**src/rtl/spi_slave_if.sv**
```systemverilog
// SPI slave front end: deserialises MOSI into command words for the RAM and serialises read bytes onto MISO.
// rx_valid pulses the cycle after the last bit; no backpressure, waits on tx_valid indefinitely until SS_n rises.
module spi_slave_if #(
  parameter int DATA_W = 8
) (
  input  logic              clk,
  input  logic              rst_n,
  input  logic              SS_n,
  input  logic              MOSI,
  output logic              MISO,
  output logic [DATA_W+1:0] rx_data,
  output logic              rx_valid,
  input  logic [DATA_W-1:0] tx_data,
  input  logic              tx_valid
);

  localparam int CW   = DATA_W + 2;
  localparam int RX_W = $clog2(CW + 1);
  localparam int TX_W = (DATA_W > 1) ? $clog2(DATA_W) : 1;

  localparam logic [RX_W-1:0] RX_ONE  = RX_W'(1);
  localparam logic [RX_W-1:0] RX_LAST = RX_W'(CW - 1);
  localparam logic [RX_W-1:0] RX_DONE = RX_W'(CW);
  localparam logic [TX_W-1:0] TX_ONE  = TX_W'(1);
  localparam logic [TX_W-1:0] TX_LAST = TX_W'(DATA_W - 1);

  typedef enum logic [2:0] {
    IDLE,
    CHK_CMD,
    WRITE,
    READ_ADD,
    READ_DATA
  } state_t;

  state_t            state;
  logic [RX_W-1:0]   rx_cnt;
  logic [TX_W-1:0]   tx_cnt;
  logic [CW-2:0]     shift_reg;
  logic [DATA_W-1:0] tx_shift;
  logic              tx_active;
  logic              tx_done;
  logic              rd_addr_seen;

  always_ff @(posedge clk or negedge rst_n) begin
    if (!rst_n) begin
      state        <= IDLE;
      rx_cnt       <= '0;
      tx_cnt       <= '0;
      shift_reg    <= '0;
      tx_shift     <= '0;
      tx_active    <= 1'b0;
      tx_done      <= 1'b0;
      rd_addr_seen <= 1'b0;
      MISO         <= 1'b0;
      rx_data      <= '0;
      rx_valid     <= 1'b0;
    end else begin
      rx_valid <= 1'b0;
      if (SS_n) begin
        // Abort: the read-address flag survives so a split read can still complete.
        state     <= IDLE;
        rx_cnt    <= '0;
        tx_cnt    <= '0;
        tx_active <= 1'b0;
        tx_done   <= 1'b0;
        MISO      <= 1'b0;
      end else begin
        case (state)
          IDLE: state <= CHK_CMD;
          CHK_CMD: begin
            shift_reg <= {shift_reg[CW-3:0], MOSI};
            rx_cnt    <= RX_ONE;
            if (!MOSI)
              state <= WRITE;
            else if (rd_addr_seen)
              state <= READ_DATA;
            else
              state <= READ_ADD;
          end
          WRITE, READ_ADD, READ_DATA: begin
            if (rx_cnt != RX_DONE) begin
              shift_reg <= {shift_reg[CW-3:0], MOSI};
              rx_cnt    <= rx_cnt + RX_ONE;
              if (rx_cnt == RX_LAST) begin
                rx_data  <= {shift_reg, MOSI};
                rx_valid <= 1'b1;
                if (state == READ_ADD)
                  rd_addr_seen <= 1'b1;
              end
            end else if (state == READ_DATA && !tx_done) begin
              if (!tx_active) begin
                if (tx_valid) begin
                  tx_active <= 1'b1;
                  tx_cnt    <= '0;
                  tx_shift  <= {tx_data[DATA_W-2:0], 1'b0};
                  MISO      <= tx_data[DATA_W-1];
                end
              end else if (tx_cnt != TX_LAST) begin
                MISO     <= tx_shift[DATA_W-1];
                tx_shift <= {tx_shift[DATA_W-2:0], 1'b0};
                tx_cnt   <= tx_cnt + TX_ONE;
              end else begin
                MISO         <= 1'b0;
                tx_active    <= 1'b0;
                tx_done      <= 1'b1;
                rd_addr_seen <= 1'b0;
              end
            end
          end
          default: state <= IDLE;
        endcase
      end
    end
  end

endmodule

```
**config.mk**
```make
export PLATFORM = sky130hd
export DESIGN_NAME = spi_slave_if
export DESIGN_NICKNAME = d
export VERILOG_FILES = /design/src/rtl/spi_slave_if.sv
export SDC_FILE = /design/constraint.sdc
export NUM_CORES = 1
export LEC_CHECK = 0
export ABC_AREA = 1
export CORE_UTILIZATION = 47
export CTS_CLUSTER_SIZE = 12
export DETAILED_ROUTE_END_ITERATION = 16
export GPL_TIMING_DRIVEN = 0
export PLACE_DENSITY_LB_ADDON = 0.15
export SETUP_SLACK_MARGIN = 0.4
export SYNTH_ARGS = -nofsm -noshare
export SYNTH_HDL_FRONTEND = slang
export SYNTH_SLANG_ARGS = --single-unit
```
**constraint.sdc**
```tcl
create_clock -name clk -period 3.7 [get_ports clk]
set_clock_uncertainty 0.2 [all_clocks]
set_input_delay 0.555 -clock clk [delete_from_list [all_inputs] [get_ports clk]]
set_output_delay 0.555 -clock clk [all_outputs]
set_load 0.02 [all_outputs]
```
# --- Word-level counts from Yosys, hierarchy flattened ---
# Index checks and enable logic that the tools add are counted.
word_totals:
  register_bits: 42
  latch_bits: 0
  ram_bits: 0
  romBits: 0
  out_inout_bits: 12
  n_memories: 0
op_classes:
  add_sub_neg: 2
  n_mul: 0
  div_mod_pow: 0
  order_cmp: 0
  eq_ne: 17
  n_shift: 0
  n_mux: 49
  bitwise_logic: 2
  reduce_logical: 22
op_table:
  columns: ["op", "n"]
  rows:
  - ["$mux W1", 30]
  - ["$mux W3", 10]
  - ["$mux W8", 3]
  - ["$pmux W9 S2", 1]
  - ["$reduce_bool A2 Y1", 7]
  - ["$ne A2 B2 Y1 const B", 5]
  - ["$reduce_and A5 Y1", 2]
  - ["$mux W9", 1]
  - ["$pmux W3 S3", 1]
  - ["$mux W4", 2]
  - ["$pmux W4 S2", 1]
  - ["$reduce_and A4 Y1", 2]
  - ["$reduce_and A7 Y1", 1]
  - ["$eq A3 B2 Y1 const B", 2]
  - ["$ne A2 B1 Y1 const B", 3]
  - ["$ne A3 B3 Y1 const B", 2]
  - ["$reduce_and A3 Y1", 2]
  - ["$reduce_and A6 Y1", 1]
  - ["$reduce_bool A3 Y1", 2]
  - ["$add A4 B1 Y4 const B", 1]
  - ["$eq A4 B4 Y1 const B", 1]
  - ["$ne A4 B4 Y1 const B", 1]
  - ["$add A3 B1 Y3 const B", 1]
  - ["$eq A3 B1 Y1 const B", 1]
  - ["8 further kinds", 9]

# --- Logic depth before layout (Yosys ltp) ---
# Gate-level depths: netlist of run 1.
logic_depth:
  ltp_word: 7
  ltp_mapped: 9
  depth_no_buf: 8

# --- Worst setup path before layout of run 1 ---
# No wires, ideal clock.
synth_path:
  path_type: "flip-flop to flip-flop"
  startpoint: "register tx_cnt[0]"
  endpoint: "register tx_cnt[2]"
  setup_time_ps: 117
  arrival_ps: 1357
  t_required_ps: 3383
  setup_slack_ps: 2026
  stages_incl_launch_ff: 9
  n_path_buf: 0
  cell_sequence: "dfrtp_1 -> ha_1 -> ha_1 -> nand2_1 -> o21ai_0 -> a21oi_1 -> nand2_1 -> nand3_1 -> nand2_1"
synth_via:
  elab_chain_len: 7
synth_lines:
  columns: ["element", "line", "text"]
  rows:
  - ["from (decl)", "37", "logic [TX_W-1:0] tx_cnt;"]
  - ["from (signal assigned)", "101", "tx_cnt <= tx_cnt + TX_ONE;"]
  - ["$add A3 B1 Y3", "101", null]
  - ["$mux W3", "98", "end else if (tx_cnt != TX_LAST) begin"]
  - ["$mux W3", "91", "if (!tx_active) begin"]
  - ["$mux W3", "90", "end else if (state == READ_DATA && !tx_done) begin"]
  - ["$mux W3", "81", "if (rx_cnt != RX_DONE) begin"]
  - ["$mux W3", "68", "case (state)"]
  - ["$mux W3", "59", "if (SS_n) begin"]
# Several ways; a longest one is shown, not always the timed one. The select of a mux whose other input is x is not followed.
# A chain may end at the register's enable or synchronous reset.

# --- Worst setup path after layout of run 1 ---
layout_path:
  startpoint: "register rx_data[0]"
  endpoint: "output port rx_data[0]"
layout_rtl:
  columns: ["element", "line", "text"]
  rows:
  - ["from (decl)", "11", "output logic [DATA_W+1:0] rx_data,"]
  - ["from (signal assigned)", "85", "rx_data <= {shift_reg, MOSI};"]
# No word-level cell between the ends.

==> summary.txt, run 1 <==
Outcome
  • Status: complete, no violations

Clock tree
  • H-tree depth: 2
  • CTS tree: yes
  • Post-CTS setup buffers: 0
  • Register clock-pin slew on the reported worst setup and hold paths: 0.08 ns
  • Post-CTS resize count: 0
  • Hold buffers post-CTS: 0
  • Clk Latency, worst-skew pair: 0.30 ns
  • Root Buffer: clkbuf_8
  • Clock tree sinks: 41
  • CTS buffer count: 5
  • Clk buf depth: 2

Timing
  • RSZ-0062 raised after global routing: no
  • Worst-margin pin slew: a little over 0.5 ns
  • Final slew viol count: 0
  • Final period util: 54.32%
  • Fmax achieved: 497.6 MHz
  • # setup viols final: 0
  • Max-slew headroom: 65.83%
  • Final WS setup: between 1.5 and 2 ns
  • Final hold violation count: 0
  • Minimum clock period: 2.010 ns
  • Setup TNS: 0 ns

Cells and area
  • Number of diodes: 0
  • Area grow syn2layout: 20.99%
  • Register area: ~1000 µm²
  • Post-Layout Cell Count: about 320
  • Fillers: between 300 and 400
  • Max reg flops: 10
  • Final nets: approximately 290
  • Share of layout cells above drive strength 1: 13.43%
  • Multi-input gate area: slightly above 900 µm²

GRT
  • Congestion Overflow GR: 0
  • Gr busiest metal: met2
  • M2 GR Usage: 30.39%
  • Tot GR Track Use: 19.64%
  • Grt met3 use: 5.500%
  • Global-route wire length before repair: 6617 µm
  • Antenna violations before repair: 0
  • Largest net degree at the start of global routing: 22
  • Vias in the first global route: 1508
  • GR met1 Demand/Resource: 25.42%

Detailed routing
  • Initial DRC count: between 90 and 100
  • Drt total wl: 3872 µm
  • First-pass DRT Iterations: 4
  • Via density: 5.053
  • Post-DRT Antenna Nets: 0
  • Residual DRC: 0
  • Vias: 1607
  • DR WL/cell: 12.18 µm

Floorplanning
  • Die width: 68.44 µm
  • Row count: 23
  • Die ar.: about 4700 µm²
  • Starting density of the core: 50.41%
  • Core ar.: 4115 µm²
  • Boundary Pins: 25
  • Die height: 68.44 µm

Placed design
  • # port buffers: 23
  • Post-Place Setup Slack: between 1.5 and 2 ns
  • Placer Congestion: 0.7925
  • Hpwl dp: 2821 µm
  • Dpl cells: 310

Worst setup path
  • Critical path's largest stage delay: 0.60 ns
  • Crit path from: rx_data[0]
  • Crit-path cells: clkdlybuf4s50_1
  • WP data arrival: 1.25 ns
  • Type of element capturing the critical path: output port
  • CP bufs+invs: 1
  • FF-to-FF Start: tx_cnt[0]
  • Top delay family on crit path: buffers and inverters
  • Required @ worst endpoint: between 2 and 3 ns
  • Slowest-stage cell, CP: clkdlybuf4s50_1
  • CP Class: reg -> out
  • Critical path peak fanout: 2
  • Startpoint types: flop

Synth
  • Sequential area share after synthesis: 49.46%
  • Post-synth cell types: 26
  • Flops & latches, synth: 41
  • Ys Warns: 0
  • Cell count after synthesis: 236
  • Mapped cell area: 2074 µm²
  • Avg Cell Area, Syn: about 8.8 µm²
  • Syn_nets: 255

Power
  • PD cells: 414.7 nW/µm²
  • Maximum VDD drop: 0.0002592 V
  • Leak: 1.271 nW

Hold path
  • Hold Path Class: in -> async

Run
  • Max cap viols: 0
==> power by group <==
| part | internal, mW | switching (mW) | total [mW] |
|---|---|---|---|
| Sequential | 0.492 | 0.0380 | 0.530 |
| Clock | 0.219 | 0.157 | 0.376 |
| Combinational | 0.0569 | 0.0775 | 0.134 |
| Total | 0.769 | 0.272 | 1.04 |
==> per-stage QoR <==
stage | area [µm²] | hold WS, ns | total power [mW] | util [%]
finish | 2510 | 0.02480 | 1.041 | 60.99
global route | 2510 | 0.05252 | 1.100 | 60.99
CTS | 2510 | 0.03479 | 1.054 | 60.99
detailed placement | 2390 | 0.2643 | 0.6755 | 58.07
global placement | 2367 | 0.2549 | 0.6686 | 57.53
floorplan | 2074 | 0.05941 | 0.6221 | -
==> per-layer routing <==
layer	wire length [µm]	vias up	share of wire, %
met5	0	-	0
met4	72	0	1.9
met3	108	6	2.8
met2	1789	20	46
met1	1902	748	49
li1	-	833	-
==> placed cells by master, fill, tap and decap left out, drive strengths merged <==
master         netlist  routed
nand2               90      90
dfrtp               41      41
nand3               24      24
clkdlybuf4s50        0      22
nor2                15      15
o21ai               14      14
inv                 13      13
nand4               10      10
buf                  7       9
a21oi                6       6
mux2i                6       6
ha                   6       6
clkbuf               0       6
clkinv               1       1
nor3                 1       1
xnor2                1       1
nand3b               1       1
bufinv               0       1
clkinvlp             0       1
==> area by class of cell <==
type / count / area share, %
buffer: 7 / 2.742
clock buffer: 6 / 3.290
clock inverter: 2 / 1.496
inverter: 14 / 2.144
multi-input combinational: 174 / 36.89
sequential: 41 / 40.88
tap: 50 / 2.493
timing repair buffer: 24 / 10.07
==> synthesized netlist by cell type, drive strengths merged <==
cell / number / share of area (%)
dfrtp: 41 / 49
clkinv: 1 / 0.24
nor2: 15 / 3.2
buf: 7 / 3.3
mux2i: 6 / 2.9
nand3: 24 / 6.6
ha: 6 / 3.6
nand2: 90 / 18
nand4: 10 / 3.0
o21ai: 14 / 4.6
xnor2: 1 / 0.42
nand3b: 1 / 0.36
a21oi: 6 / 1.4
nor3: 1 / 0.78
inv: 13 / 2.4
==> logic make-up after synthesis <==
kind of cell,share of synthesized area [%]
AOI/OAI and AO/OA,6.092
xor gates and xnor gates,0.4223
adders and majority gates,3.619
buffers and inverters,5.910
DFF,49.46
muxes,2.895
and+or+nand+nor,31.61
==> worst paths after layout <==
path,end,slack (ns),cells after the start
worst min register to register,rx_data[4],0.28,2
min in group clk,rx_data[4],0.28,2
worst max-delay path,rx_data[0],1.69,1
max in group asynchronous,shift_reg[8],2.80,2
worst max register to register,tx_cnt[2],1.79,8
worst min-delay path,state[2],0.02,1
Note: power is estimated with default switching activity, not from simulation.
==> run 2, diff against run 1 <==
- clock period: 3.7 -> 1.8 ns (I/O delays scaled with it)
==> run 2 against run 1 <==
Critical path depth up 7. Largest power group unchanged. Via count up 11%. Routed wire length up 22%. Worst hold slack better by 0.051 ns. Sequential power up 110%. Sequential share of layout area down 5.8 points. Total power up 110%. Non-clock buffer count up 25. Cell count up 7.9%. Clock power up 72%. Die area unchanged. Sequential cell count unchanged. Critical path type is now reg -> reg. Critical endpoint is now tx_cnt[0].
==> summary.txt, run 2 (same netlist as run 1, synthesis figures left out) <==
Timing
  • Final WS setup: 0.1481 ns
  • Final hold violation count: 0
  • Final slew viol count: 0
  • Fmax achieved: 605.4 MHz
  • # setup viols final: 0
  • RSZ-0062 raised after global routing: yes
  • Minimum clock period: 1.652 ns
  • Max-slew headroom: between 70% and 80%
  • Setup TNS: 0 ns
  • Worst-margin pin slew: 0.3550 ns
  • Final period util: 91.77%

GRT
  • Tot GR Track Use: between 20 and 25%
  • Congestion Overflow GR: 0
  • Global-route wire length before repair: around 7600 µm
  • Antenna violations before repair: 0
  • Vias in the first global route: approximately 1700
  • Largest net degree at the start of global routing: 28

Detailed routing
  • DR WL/cell: between 10 and 15 µm
  • First-pass DRT Iterations: 6
  • Initial DRC count: 114
  • Residual DRC: 0
  • Via density: 5.198
  • Post-DRT Antenna Nets: 0
  • Drt total wl: around 4700 µm
  • Vias: 1783

Placed design
  • # port buffers: 23
  • Hpwl dp: 2815 µm
  • Post-Place Setup Slack: 0.07170 ns
  • Dpl cells: 310
  • Placer Congestion: 0.7902

Cells and area
  • Post-Layout Cell Count: 343
  • Max reg flops: 10
  • Final nets: 311
  • Commonest cells after routing, fill and taps aside: nand2_1 (61), dfrtp_1 (35), nand2_2 (18), buf_4 (18)
  • Register area: 1033 µm²
  • Fillers: 321
  • Most common cell after layout, fill and taps aside: nand2_1
  • Number of diodes: 0
  • Multi-input gate area: roughly 1200 µm²
  • Area grow syn2layout: 42.04%
  • Final core utilization: 71.60%
  • Share of layout cells above drive strength 1: approximately 44%

Clock tree
  • CTS buffer count: 5
  • CTS tree: yes
  • Register clock-pin slew on the reported worst setup and hold paths: about 0.080 ns
  • Clock tree sinks: 41
  • Clk Latency, worst-skew pair: slightly below 0.3 ns
  • Root Buffer: clkbuf_8
  • H-tree depth: 2
  • Clk buf depth: 2

Hold path
  • Hold Path Class: in -> reg
  • Hold Path End: tx_done
  • Worst hold start: SS_n
  • Hold Path Stages: 2

Worst setup path
  • Worst r2r path cells: 8
  • CP bufs+invs: 2
  • WP depth: 8
  • Crit-path cells: inv_2 -> ha_4 -> nand3_4 -> buf_6 -> nor2_4 -> nand2_2 -> nand3_1 -> nand2_1
  • Crit Reg-Reg Endpoint: tx_cnt[0]
  • Top delay family on crit path: simple AND/OR/NAND/NOR gates
  • Type of element capturing the critical path: flop
  • Critical path's largest stage delay: ~0.42 ns
  • WP data arrival: 1.64 ns
  • FF-to-FF Start: rx_cnt[0]
  • Required @ worst endpoint: 1.79 ns
  • Slowest-stage cell, CP: dfrtp_2
  • CP Class: reg -> reg
  • Critical path peak fanout: 7
  • Reg2reg setup slack: 0.15 ns
  • Startpoint types: flop

Floorplanning
  • Die height: between 60 and 70 µm
  • Starting density of the core: 50.41%
  • Core ar.: 4115 µm²
  • Row count: 23
  • Die ar.: 4683 µm²
  • Die width: ~68 µm
  • Boundary Pins: 25

Run
  • Max cap viols: 0

Outcome
  • Status: complete, no violations

Power
  • Maximum VDD drop: 0.0007606 V
  • Leak: 1.482 nW
  • PD cells: 727.7 nW/µm²
-- run 2: changes by cell type in the layout (fill, tap and decap cells not counted), sizes merged --
cell	change
bufinv	-1
clkdlybuf4s50	-12
buf	+36
dlygate4sd3	+1
clkinv	+2
clkinvlp	-1
-- run 2: cell type report --
class / instances / share of cell area, %
Timing Repair Buffer: 49 / 14.06
Inverter: 14 / 1.911
Tap cell: 50 / 2.123
Sequential cell: 41 / 35.07
Clock buffer: 6 / 2.803
Multi-Input combinational cell: 174 / 40.98
Buffer: 7 / 2.590
Clock inverter: 2 / 0.4671
-- run 2: report_power, final --
group	switching [mW]	total [mW]	leakage, nW	internal, mW
Combinational	0.210	0.381	0.879	0.171
Clock	0.335	0.646	0.0512	0.311
Sequential	0.105	1.12	0.552	1.01
-- run 2: worst max-delay path by stage --
| stage | startpoint | endpoint | slack, ns |
|---|---|---|---|
| 2_1_floorplan | rx_cnt[0] | tx_shift[3] | 0.22 |
| 3_3_place_gp | rst_n | shift_reg[0] | -0.80 |
| 3_5_place_dp | rx_cnt[0] | tx_shift[5] | 0.07 |
| 4_1_cts | tx_cnt[1] | tx_shift[5] | 0.16 |
| 5_1_grt | rx_cnt[0] | tx_cnt[1] | 0.08 |
| 6_report | rx_cnt[0] | tx_cnt[0] | 0.15 |
-- run 2: per-layer routing --
| layer | vias to the layer above | part of all wire [%] | global-route usage, % |
|---|---|---|---|
| met1 | 842 | 46 | 29.25 |
| met3 | 11 | 3.6 | 4.333 |
| li1 | 888 | - | - |
| met5 | - | 0 | 0 |
| met4 | 0 | 2.1 | 10.42 |
| met2 | 42 | 48 | 36.15 |
-- run 2: repair_timing --
item | CTS | global route
hold endpoints to repair | 38 | 0
pin swaps | 13 | 11
buffers inserted | 18 | 3
gates cloned | 3 | 0
resized for setup | 96 | 33
hold buffers | 1 | 0
setup endpoints to repair | 50 | 39
-- run 2: through the flow --
stage / power [mW] / hold slack (ns) / cell area [µm²]
after floorplan: 1.281 / -0.2256 / 2100
after global placement: 1.378 / 0.2554 / 2392
after detailed placement: 1.392 / 0.0007307 / 2407
after CTS: 2.119 / 0.07346 / 2813
after global routing: 2.259 / 0.1017 / 2947
final: 2.144 / 0.07626 / 2947
